--- src/rtl/ins_encode_queue.sv ---
// Packs field-level commands into 32-bit instruction words and queues them for fetch injection.
// Latency: 1 cycle, accept to ins_valid. Backpressure: cmd_ready drops only when the FIFO is full, with no bypass.
module ins_encode_queue #(
  parameter int DEPTH = 4,
  parameter int CNT_W = $clog2(DEPTH) + 1
) (
  input  logic             clk,
  input  logic             rst_n,
  input  logic             flush,
  input  logic             cmd_valid,
  output logic             cmd_ready,
  input  logic [3:0]       cmd_op,
  input  logic [2:0]       cmd_funct,
  input  logic [4:0]       cmd_rd,
  input  logic [4:0]       cmd_ra,
  input  logic [4:0]       cmd_rb,
  input  logic [15:0]      cmd_imm,
  input  logic             cmd_mem_rd,
  output logic             ins_valid,
  input  logic             ins_ready,
  output logic [31:0]      ins,
  output logic [CNT_W-1:0] count,
  output logic             enc_err,
  output logic [7:0]       err_cnt
);

  localparam int PTR_W = $clog2(DEPTH);

  localparam logic [3:0] OP_CALI   = 4'h1;
  localparam logic [3:0] OP_SHIFT  = 4'h2;
  localparam logic [3:0] OP_LOADI  = 4'h3;
  localparam logic [3:0] OP_MEMOP  = 4'h4;
  localparam logic [3:0] OP_BRANCH = 4'h5;
  localparam logic [3:0] OP_EXC    = 4'h6;
  localparam logic [3:0] OP_MULTI  = 4'h7;
  localparam logic [3:0] OP_CAL    = 4'hB;

  logic [31:0]      enc_word;
  logic             enc_legal;
  logic [31:0]      mem [DEPTH];
  logic [PTR_W-1:0] wr_ptr;
  logic [PTR_W-1:0] rd_ptr;
  logic             accept;
  logic             push;
  logic             pop;
  logic [4:0]       ra_imm_mix;

  // imm[15:12] shares bits [25:22] with ra; the two are ORed together.
  assign ra_imm_mix = {1'b0, cmd_imm[15:12]} | cmd_ra;

  always_comb begin
    enc_word      = '0;
    enc_legal     = 1'b1;
    enc_word[4:1] = cmd_op;
    enc_word[7:5] = cmd_funct;
    case (cmd_op)
      OP_CAL, OP_SHIFT: begin
        enc_word[31:27] = cmd_rd;
        enc_word[26:22] = cmd_ra;
        enc_word[21:17] = cmd_rb;
      end
      OP_CALI, OP_LOADI: begin
        enc_word[25:10] = cmd_imm;
        enc_word[26:22] = ra_imm_mix;
        enc_word[31:27] = cmd_rd;
      end
      OP_MEMOP: begin
        enc_word[25:10] = cmd_imm;
        enc_word[26:22] = ra_imm_mix;
        enc_word[31:27] = cmd_mem_rd ? cmd_rd : cmd_rb;
        enc_word[8]     = cmd_mem_rd;
      end
      OP_BRANCH: begin
        enc_word[25:10] = cmd_imm;
        enc_word[26:22] = ra_imm_mix;
        case (cmd_funct)
          3'b000, 3'b010:         enc_word[31:27] = cmd_rd;
          3'b001, 3'b011, 3'b111: enc_word[31:27] = cmd_rb;
          default:                enc_legal = 1'b0;
        endcase
      end
      OP_EXC: begin
        enc_legal = (cmd_funct == 3'b001) || (cmd_funct == 3'b010);
      end
      OP_MULTI: begin
        enc_word[26:22] = cmd_ra;
        case (cmd_funct)
          3'b111:                 enc_word[31:27] = cmd_rd;
          3'b101, 3'b010, 3'b000: ;
          default:                enc_legal = 1'b0;
        endcase
      end
      default: enc_legal = 1'b0;
    endcase
  end

  assign cmd_ready = (count != CNT_W'(DEPTH));
  assign ins_valid = (count != '0);
  assign accept    = cmd_valid && cmd_ready;
  // flush wins over both push and pop in the same cycle.
  assign push      = accept && enc_legal && !flush;
  assign pop       = ins_valid && ins_ready && !flush;
  assign ins       = ins_valid ? mem[rd_ptr] : '0;

  always_ff @(posedge clk) begin
    if (push) begin
      mem[wr_ptr] <= enc_word;
    end
  end

  always_ff @(posedge clk or negedge rst_n) begin
    if (!rst_n) begin
      wr_ptr <= '0;
      rd_ptr <= '0;
      count  <= '0;
    end else if (flush) begin
      wr_ptr <= '0;
      rd_ptr <= '0;
      count  <= '0;
    end else begin
      if (push) wr_ptr <= wr_ptr + 1'b1;
      if (pop)  rd_ptr <= rd_ptr + 1'b1;
      case ({push, pop})
        2'b10:   count <= count + 1'b1;
        2'b01:   count <= count - 1'b1;
        default: count <= count;
      endcase
    end
  end

  always_ff @(posedge clk or negedge rst_n) begin
    if (!rst_n) begin
      enc_err <= 1'b0;
      err_cnt <= '0;
    end else begin
      enc_err <= accept && !enc_legal;
      if (accept && !enc_legal && (err_cnt != 8'hFF)) begin
        err_cnt <= err_cnt + 8'd1;
      end
    end
  end

endmodule

--- config.mk ---
export PLATFORM = sky130hd
export DESIGN_NAME = ins_encode_queue
export DESIGN_NICKNAME = d
export VERILOG_FILES = /design/src/rtl/ins_encode_queue.sv
export SDC_FILE = /design/constraint.sdc
export NUM_CORES = 1
export LEC_CHECK = 0
export ABC_AREA = 1
export CORE_MARGIN = 5
export CORE_UTILIZATION = 40
export CTS_CLUSTER_DIAMETER = 60
export DETAILED_ROUTE_END_ITERATION = 8
export REMOVE_ABC_BUFFERS = 1
export SYNTH_ARGS = -nofsm -noshare
export SYNTH_HDL_FRONTEND = slang
export SYNTH_SLANG_ARGS = --single-unit
--- constraint.sdc ---
create_clock -name clk -period 3.35 [get_ports clk]
set_clock_uncertainty 0.15 [all_clocks]
set_input_delay 0.5025 -clock clk [delete_from_list [all_inputs] [get_ports clk]]
set_output_delay 0.5025 -clock clk [all_outputs]
set_load 0.01 [all_outputs]
### After elaboration in Yosys (flattened, before gate mapping)

Memories as Yosys holds them, arrays and structs flattened.
Index checks and enable logic that the tools add are counted.

| cells by class | value |
|---|---|
| reductions and logical operators | 23 |
| bitwise logic cells | 1 |
| mux-type cells | 19 |
| equality and inequality tests | 17 |
| add/sub/neg operators | 5 |

Operators with widths:

| cell | count |
|---|---|
| case mux 10 bit (5 select lines) | 1 |
| 2-to-1 mux 32 bit | 1 |
| case mux 5 bit (2 select lines) | 2 |
| == test 4 x 3 -> 1 bit, second input constant | 4 |
| 2-to-1 mux 5 bit | 2 |
| OR reduction 5 bit | 2 |
| adder 8 x 1 -> 8 bit, second input constant | 1 |
| == test 4 x 2 -> 1 bit, second input constant | 2 |
| 2-to-1 mux 2 bit | 4 |
| != test 8 bit, second input constant | 1 |
| OR reduction 4 bit | 2 |
| logical AND 1 bit | 7 |
| 2-to-1 mux 7 bit | 1 |
| == test 3 x 2 -> 1 bit, second input constant | 2 |
| == test 3 bit, second input constant | 2 |
| case mux 3 bit (2 select lines) | 1 |
| nonzero test 3 bit | 2 |
| OR reduction 2 bit | 3 |
| 2-to-1 mux 1 bit | 5 |
| OR 4 x 5 -> 5 bit | 1 |
| adder 2 x 1 -> 2 bit, second input constant | 2 |
| == test 4 x 1 -> 1 bit, second input constant | 1 |
| == test 4 bit, second input constant | 1 |
| case mux 1 bit (4 select lines) | 1 |
| 12 further kinds | 14 |

| word-level totals | value |
|---|---|
| memories kept | 1 |
| bits in registers | 16 |
| RAM bits | 120 |
| output and inout bits | 46 |
| logic and storage cells | 71 |

Memory list:

| memory | depth | width | rd ports | clocked after memory_dff | wr ports | line | RTL |
|---|---|---|---|---|---|---|---|
| mem | 4 | 30 | 1 | 0 | 1 | 40 | `logic [31:0] mem [DEPTH];` |

### Depth between registers and ports, before layout

| logic depth | value |
|---|---|
| word-level depth | 9 |
| depth in mapped cells | 16 |

### Least setup slack after synthesis

Ideal clock, no wire load.

| timing path | value |
|---|---|
| kind | input -> register |
| start point | in cmd_funct[0] |
| end point | mem mem[0][0] (netlist bit) (enable) |
| slack | 39 ps |
| stages | 9 |
| buffers on the path | 0 |
| arrival | 2744 ps |
| cell sequence | inv_1 -> ha_1 -> nor3_1 -> a21oi_2 -> nand2_4 -> nand2_4 -> nor2_2 -> inv_2 -> nor2_1 |

| between the ends | value |
|---|---|
| longest elaborated chain between the ends | 8 |
| elaborated cells between the ends (all ways) | 16 |

RTL lines:

| item | line | RTL |
|---|---|---|
| from (decl) | 13 | `input logic [2:0] cmd_funct,` |
| == test 3 x 1 -> 1 bit (tied with other cells) | 76, 83 |  |
| OR reduction 5 bit (no line) / OR reduction 4 bit (equally long branches) | -- |  |
| 2-to-1 mux 1 bit (on tied branches) | 76, 87 |  |
| case mux 1 bit (4 select lines) (*) | 56 | `case (cmd_op)` |
| logical AND 1 bit (*) (2 in a row) | 101 | `assign push = accept && enc_legal && !flush;` |
| 2-to-1 mux 1 bit (*) | 106 | `if (push) begin` |
| 2-to-1 mux 1 bit (implied by the code) (*) | 107 | `mem[wr_ptr] <= enc_word;` |
| to (decl) | 40 |  |

Mark *: on every way between the ends. The rest lies on a longest branch, timed or not.

### Worst setup path in the final report

| timing path | value |
|---|---|
| start point | reg rd_ptr[1] |
| end point | out ins[7] |

| between the ends | value |
|---|---|
| longest elaborated chain between the ends | 2 |

RTL lines:

| item | line | RTL |
|---|---|---|
| from (decl) | 42 | `logic [PTR_W-1:0] rd_ptr;` |
| from (signal assigned) | 122 | `if (pop) rd_ptr <= rd_ptr + 1'b1;` |
| memory (4 x 30 bit) | -- |  |
| 2-to-1 mux 32 bit | 103 | `assign ins = ins_valid ? mem[rd_ptr] : '0;` |
| to (decl) | 21 | `output logic [31:0] ins,` |

No other way between the ends.

==> results.sh <==
export IMPL_clock_fmax_mhz=316
export IMPL_setup_slack_ns=0.181
export IMPL_yosys_area_top_type="sky130_fd_sc_hd__edfxtp_1"
export IMPL_number_of_vias_in_the_routed_layout=4282
export IMPL_clock_tree_root_cell="sky130_fd_sc_hd__clkbuf_16"
export IMPL_holdWs_ns=0.366
export IMPL_crit_family="buffers and inverters"
export IMPL_synth_seq_cells=136
export IMPL_fillers=1280
export IMPL_pwr_share_seq_pct=41.3
export IMPL_fin_cells=863
export IMPL_areaGrowthSynthToFinish_pct=30.4
export IMPL_worst_skew_pair_late_latency_ns=0.42
export IMPL_floorplan_rows=44
export IMPL_via_cell_ratio=4.96
export IMPL_cts_hold_fix_buffers=0
export IMPL_slack_of_the_worst_reg_to_reg_path_ns=0.98
export IMPL_slew_violations=0
export IMPL_routed_wl_per_cell_um=16.2
export IMPL_global_route_wire_length_before_repair_um=22700
export IMPL_syn_inst=567
export IMPL_drt_iter0_markers=233
export IMPL_reg2reg_to="count[2]$_DFFE_PN0P_"
export IMPL_setup_worst_path_end_class="output pin"
export IMPL_die_height_um=133
export IMPL_dieArea_um2=17600
export IMPL_yosys_top_cells_area="sky130_fd_sc_hd__edfxtp_1 60%, sky130_fd_sc_hd__nor2_1 9.1%, sky130_fd_sc_hd__dfrtp_1 6.7%"
export IMPL_cts_repair_resized=0
export IMPL_final_min_period_over_clock_period_pct=94.6
export IMPL_setup_repair_after_global_routing_missed_its_margin="yes"
export IMPL_overflow=0
export IMPL_hpwl_um=9270
export IMPL_initial_cell_density_of_the_core_pct=41.0
export IMPL_power_switching_fraction_pct=23.9
export IMPL_diodes=0
export IMPL_arrival_ns=2.52
export IMPL_required_ns=2.70
export IMPL_path_cells="inv_1 -> nor2_1 -> o21ai_0 -> a21oi_1 -> clkdlybuf4s50_1"
export IMPL_boundaryPins=90
export IMPL_drive_above_1_share_pct=10.3
export IMPL_drt_antenna_net_count=0
export IMPL_synth_yosys_seq_area_share_pct=66.6
export IMPL_detailed_place_area_um2=7180
export IMPL_total_routing_resource_utilization_after_global_routing_pct=16.4
export IMPL_detailedRoute_firstPassIterationCount=5
export IMPL_drv_cap=0
export IMPL_cts_made_buffers=17
export IMPL_path_buf_inv=2
export IMPL_report_final_hold_viol_count=0
export IMPL_cts_buffer_depth=2
export IMPL_cts_sink_count=136
export IMPL_hp_class="input pin to asynchronous set/reset pin"
export IMPL_critical_path_slowest_cell="sky130_fd_sc_hd__inv_1"
export IMPL_ys_warnings_count=0
export IMPL_report_power_total_uw=4810
export IMPL_timing_slew_headroom_pct=20.1
export IMPL_period_needed_ns=3.17
export IMPL_gp_routability_congestion=0.754
export IMPL_leakage_uw=0.00300
export IMPL_netlist_cell_type_count=31
export IMPL_synthDominantCellAreaShare_pct=60.0
export IMPL_cell_area_power_density_nw_per_um2=614
export IMPL_drc_errors=0
export IMPL_cell_area_after_synthesis_um2=6010
export IMPL_max_slew_worst_pin_slew_ns=1.20
export IMPL_finish_instance_area_um2=7840
export IMPL_maximum_vdd_ir_drop_uv=383
export IMPL_post_cts_buffers=0
export IMPL_kind_of_start_point_of_the_critical_path="flop"
export IMPL_intPower_uw=3670
export IMPL_r2r_cells=15
export IMPL_power_dissipated_by_switching_net_loads_uw=1150
export IMPL_finalSetupViolCount=0
export IMPL_nNetsFinal=717
export IMPL_mostFrequentLayoutCells="140 x sky130_fd_sc_hd__nor2_1, 120 x sky130_fd_sc_hd__edfxtp_1, 87 x sky130_fd_sc_hd__clkdlybuf4s50_1, 67 x sky130_fd_sc_hd__o21ai_0, 47 x sky130_fd_sc_hd__inv_1"
export IMPL_die_w_um=133
export IMPL_syn_avg_cell_area_um2=10.6
export IMPL_timing_worst_setup_path_type="flop to output pin"
export IMPL_antenna_found_initial=0
export IMPL_design_core_area_um2=14600
export IMPL_clkPwrFrac_pct=42.7
export IMPL_critPathMaxFanout=30
export IMPL_path_clk_slew_ns=0.06
export IMPL_first_global_vias=4445
export IMPL_cts_htree_levels=4
export IMPL_port_buffers=87
export IMPL_maximum_number_of_pins_on_one_net_before_global_route_repair=41
export IMPL_rr_startpoint="count[0]$_DFFE_PN0P_"
export IMPL_status="finished, final reports clean"
export IMPL_wl_um=14000
export IMPL_placedCellCount=831
export IMPL_most_common_cell_after_layout_fill_and_taps_aside="sky130_fd_sc_hd__nor2_1"
export IMPL_dpl_worst_slack_ns=0.0742
export IMPL_combPwrFrac_pct=16.0
export IMPL_tritoncts="yes"
export IMPL_cp_slowest_stage_delay_ns=0.86
[cell usage after synthesis]
cell type,n
sky130_fd_sc_hd__a21oi_1,37
sky130_fd_sc_hd__a21oi_2,1
sky130_fd_sc_hd__a21oi_4,1
sky130_fd_sc_hd__buf_4,2
sky130_fd_sc_hd__clkbuf_1,23
sky130_fd_sc_hd__conb_1,1
sky130_fd_sc_hd__dfrtp_1,16
sky130_fd_sc_hd__edfxtp_1,120
sky130_fd_sc_hd__fa_1,1
sky130_fd_sc_hd__ha_1,6
sky130_fd_sc_hd__inv_1,47
sky130_fd_sc_hd__inv_2,5
sky130_fd_sc_hd__nand2_1,41
sky130_fd_sc_hd__nand2_2,1
sky130_fd_sc_hd__nand2_4,4
sky130_fd_sc_hd__nand3_1,18
sky130_fd_sc_hd__nand3_2,1
sky130_fd_sc_hd__nand4_1,1
sky130_fd_sc_hd__nor2_1,145
sky130_fd_sc_hd__nor2_2,5
sky130_fd_sc_hd__nor2_8,1
sky130_fd_sc_hd__nor3_1,3
sky130_fd_sc_hd__nor4_1,1
sky130_fd_sc_hd__o21ai_0,67
sky130_fd_sc_hd__o21ai_1,3
sky130_fd_sc_hd__o21ai_2,1
sky130_fd_sc_hd__o21bai_1,1
sky130_fd_sc_hd__o22ai_1,6
sky130_fd_sc_hd__o31ai_1,1
sky130_fd_sc_hd__xnor2_1,4
sky130_fd_sc_hd__xor2_1,3
[through the flow]
stage | util [%] | setup TNS [ns]
final | 53.5 | 0
after global placement | 49.0 | 0
after floorplan | - | 0
after detailed placement | 49.0 | 0
after CTS | 53.5 | 0
after global routing | 53.5 | -0.121
[final cells by class]
type                            instances  area (um^2)  area share, %
Inverter                               52          195           2.49
Clock inverter                         14          229           2.92
Timing Repair Buffer                  104         1020           13.1
Multi-Input combinational cell        355         1730           22.0
Clock buffer                           18          429           5.47
Sequential cell                       136         4010           51.1
Tap cell                              184          230           2.94
[power by group through the flow]
stage	clock network (uW)	logic, uW	registers [uW]
2_1_floorplan	0	332	2050
3_3_place_gp	0	769	2020
3_5_place_dp	0	782	2020
4_1_cts	2080	786	1990
5_1_grt	2150	852	2000
6_report	2050	771	1990
[metal layers]
layer / wire [um] / GRT usage (%) / up-vias
met4: 310 / 6.70 / 0
met5: 0 / 0 / -
met2: 6900 / 27.1 / 110
li1: - / - / 2115
met3: 638 / 4.14 / 23
met1: 6130 / 20.8 / 2034
[flip-flops by register name, indices dropped and copies added, names as in the netlist]
signal,cells
mem,120
err_cnt,8
count,3
rd_ptr,2
wr_ptr,2
enc_err,1
[worst max-delay path by stage]
stage	startpoint	end	slack, ns	cells past startpoint
after global routing	rd_ptr[1]$_DFFE_PN0P_	ins[8]	-0.04	5
after CTS	rd_ptr[1]$_DFFE_PN0P_	ins[7]	0.15	5
after floorplan	cmd_funct[0]	mem[0][0]$_DFFE_PP_	0.04	9
after detailed placement	cmd_funct[2]	count[2]$_DFFE_PN0P_	0.07	16
after global placement	cmd_funct[2]	count[2]$_DFFE_PN0P_	0.20	16
final	rd_ptr[1]$_DFFE_PN0P_	ins[7]	0.18	5
[cell families (layout without fill, tap and decap cells)]
| family | count (synthesis) | after routing | share of synthesized area (%) |
|---|---|---|---|
| and+or+nand+nor | 221 | 221 | 15.4 |
| AOI/OAI and AO/OA | 118 | 118 | 10.3 |
| DFF | 136 | 136 | 66.6 |
| buffers and inverters | 77 | 188 | 4.93 |
| adders and majority gates | 7 | 7 | 1.58 |
| other | 1 | 2 | 0.0624 |
| xor gates and xnor gates | 7 | 7 | 1.02 |
No activity file was read; power rests on OpenSTA's default activity.
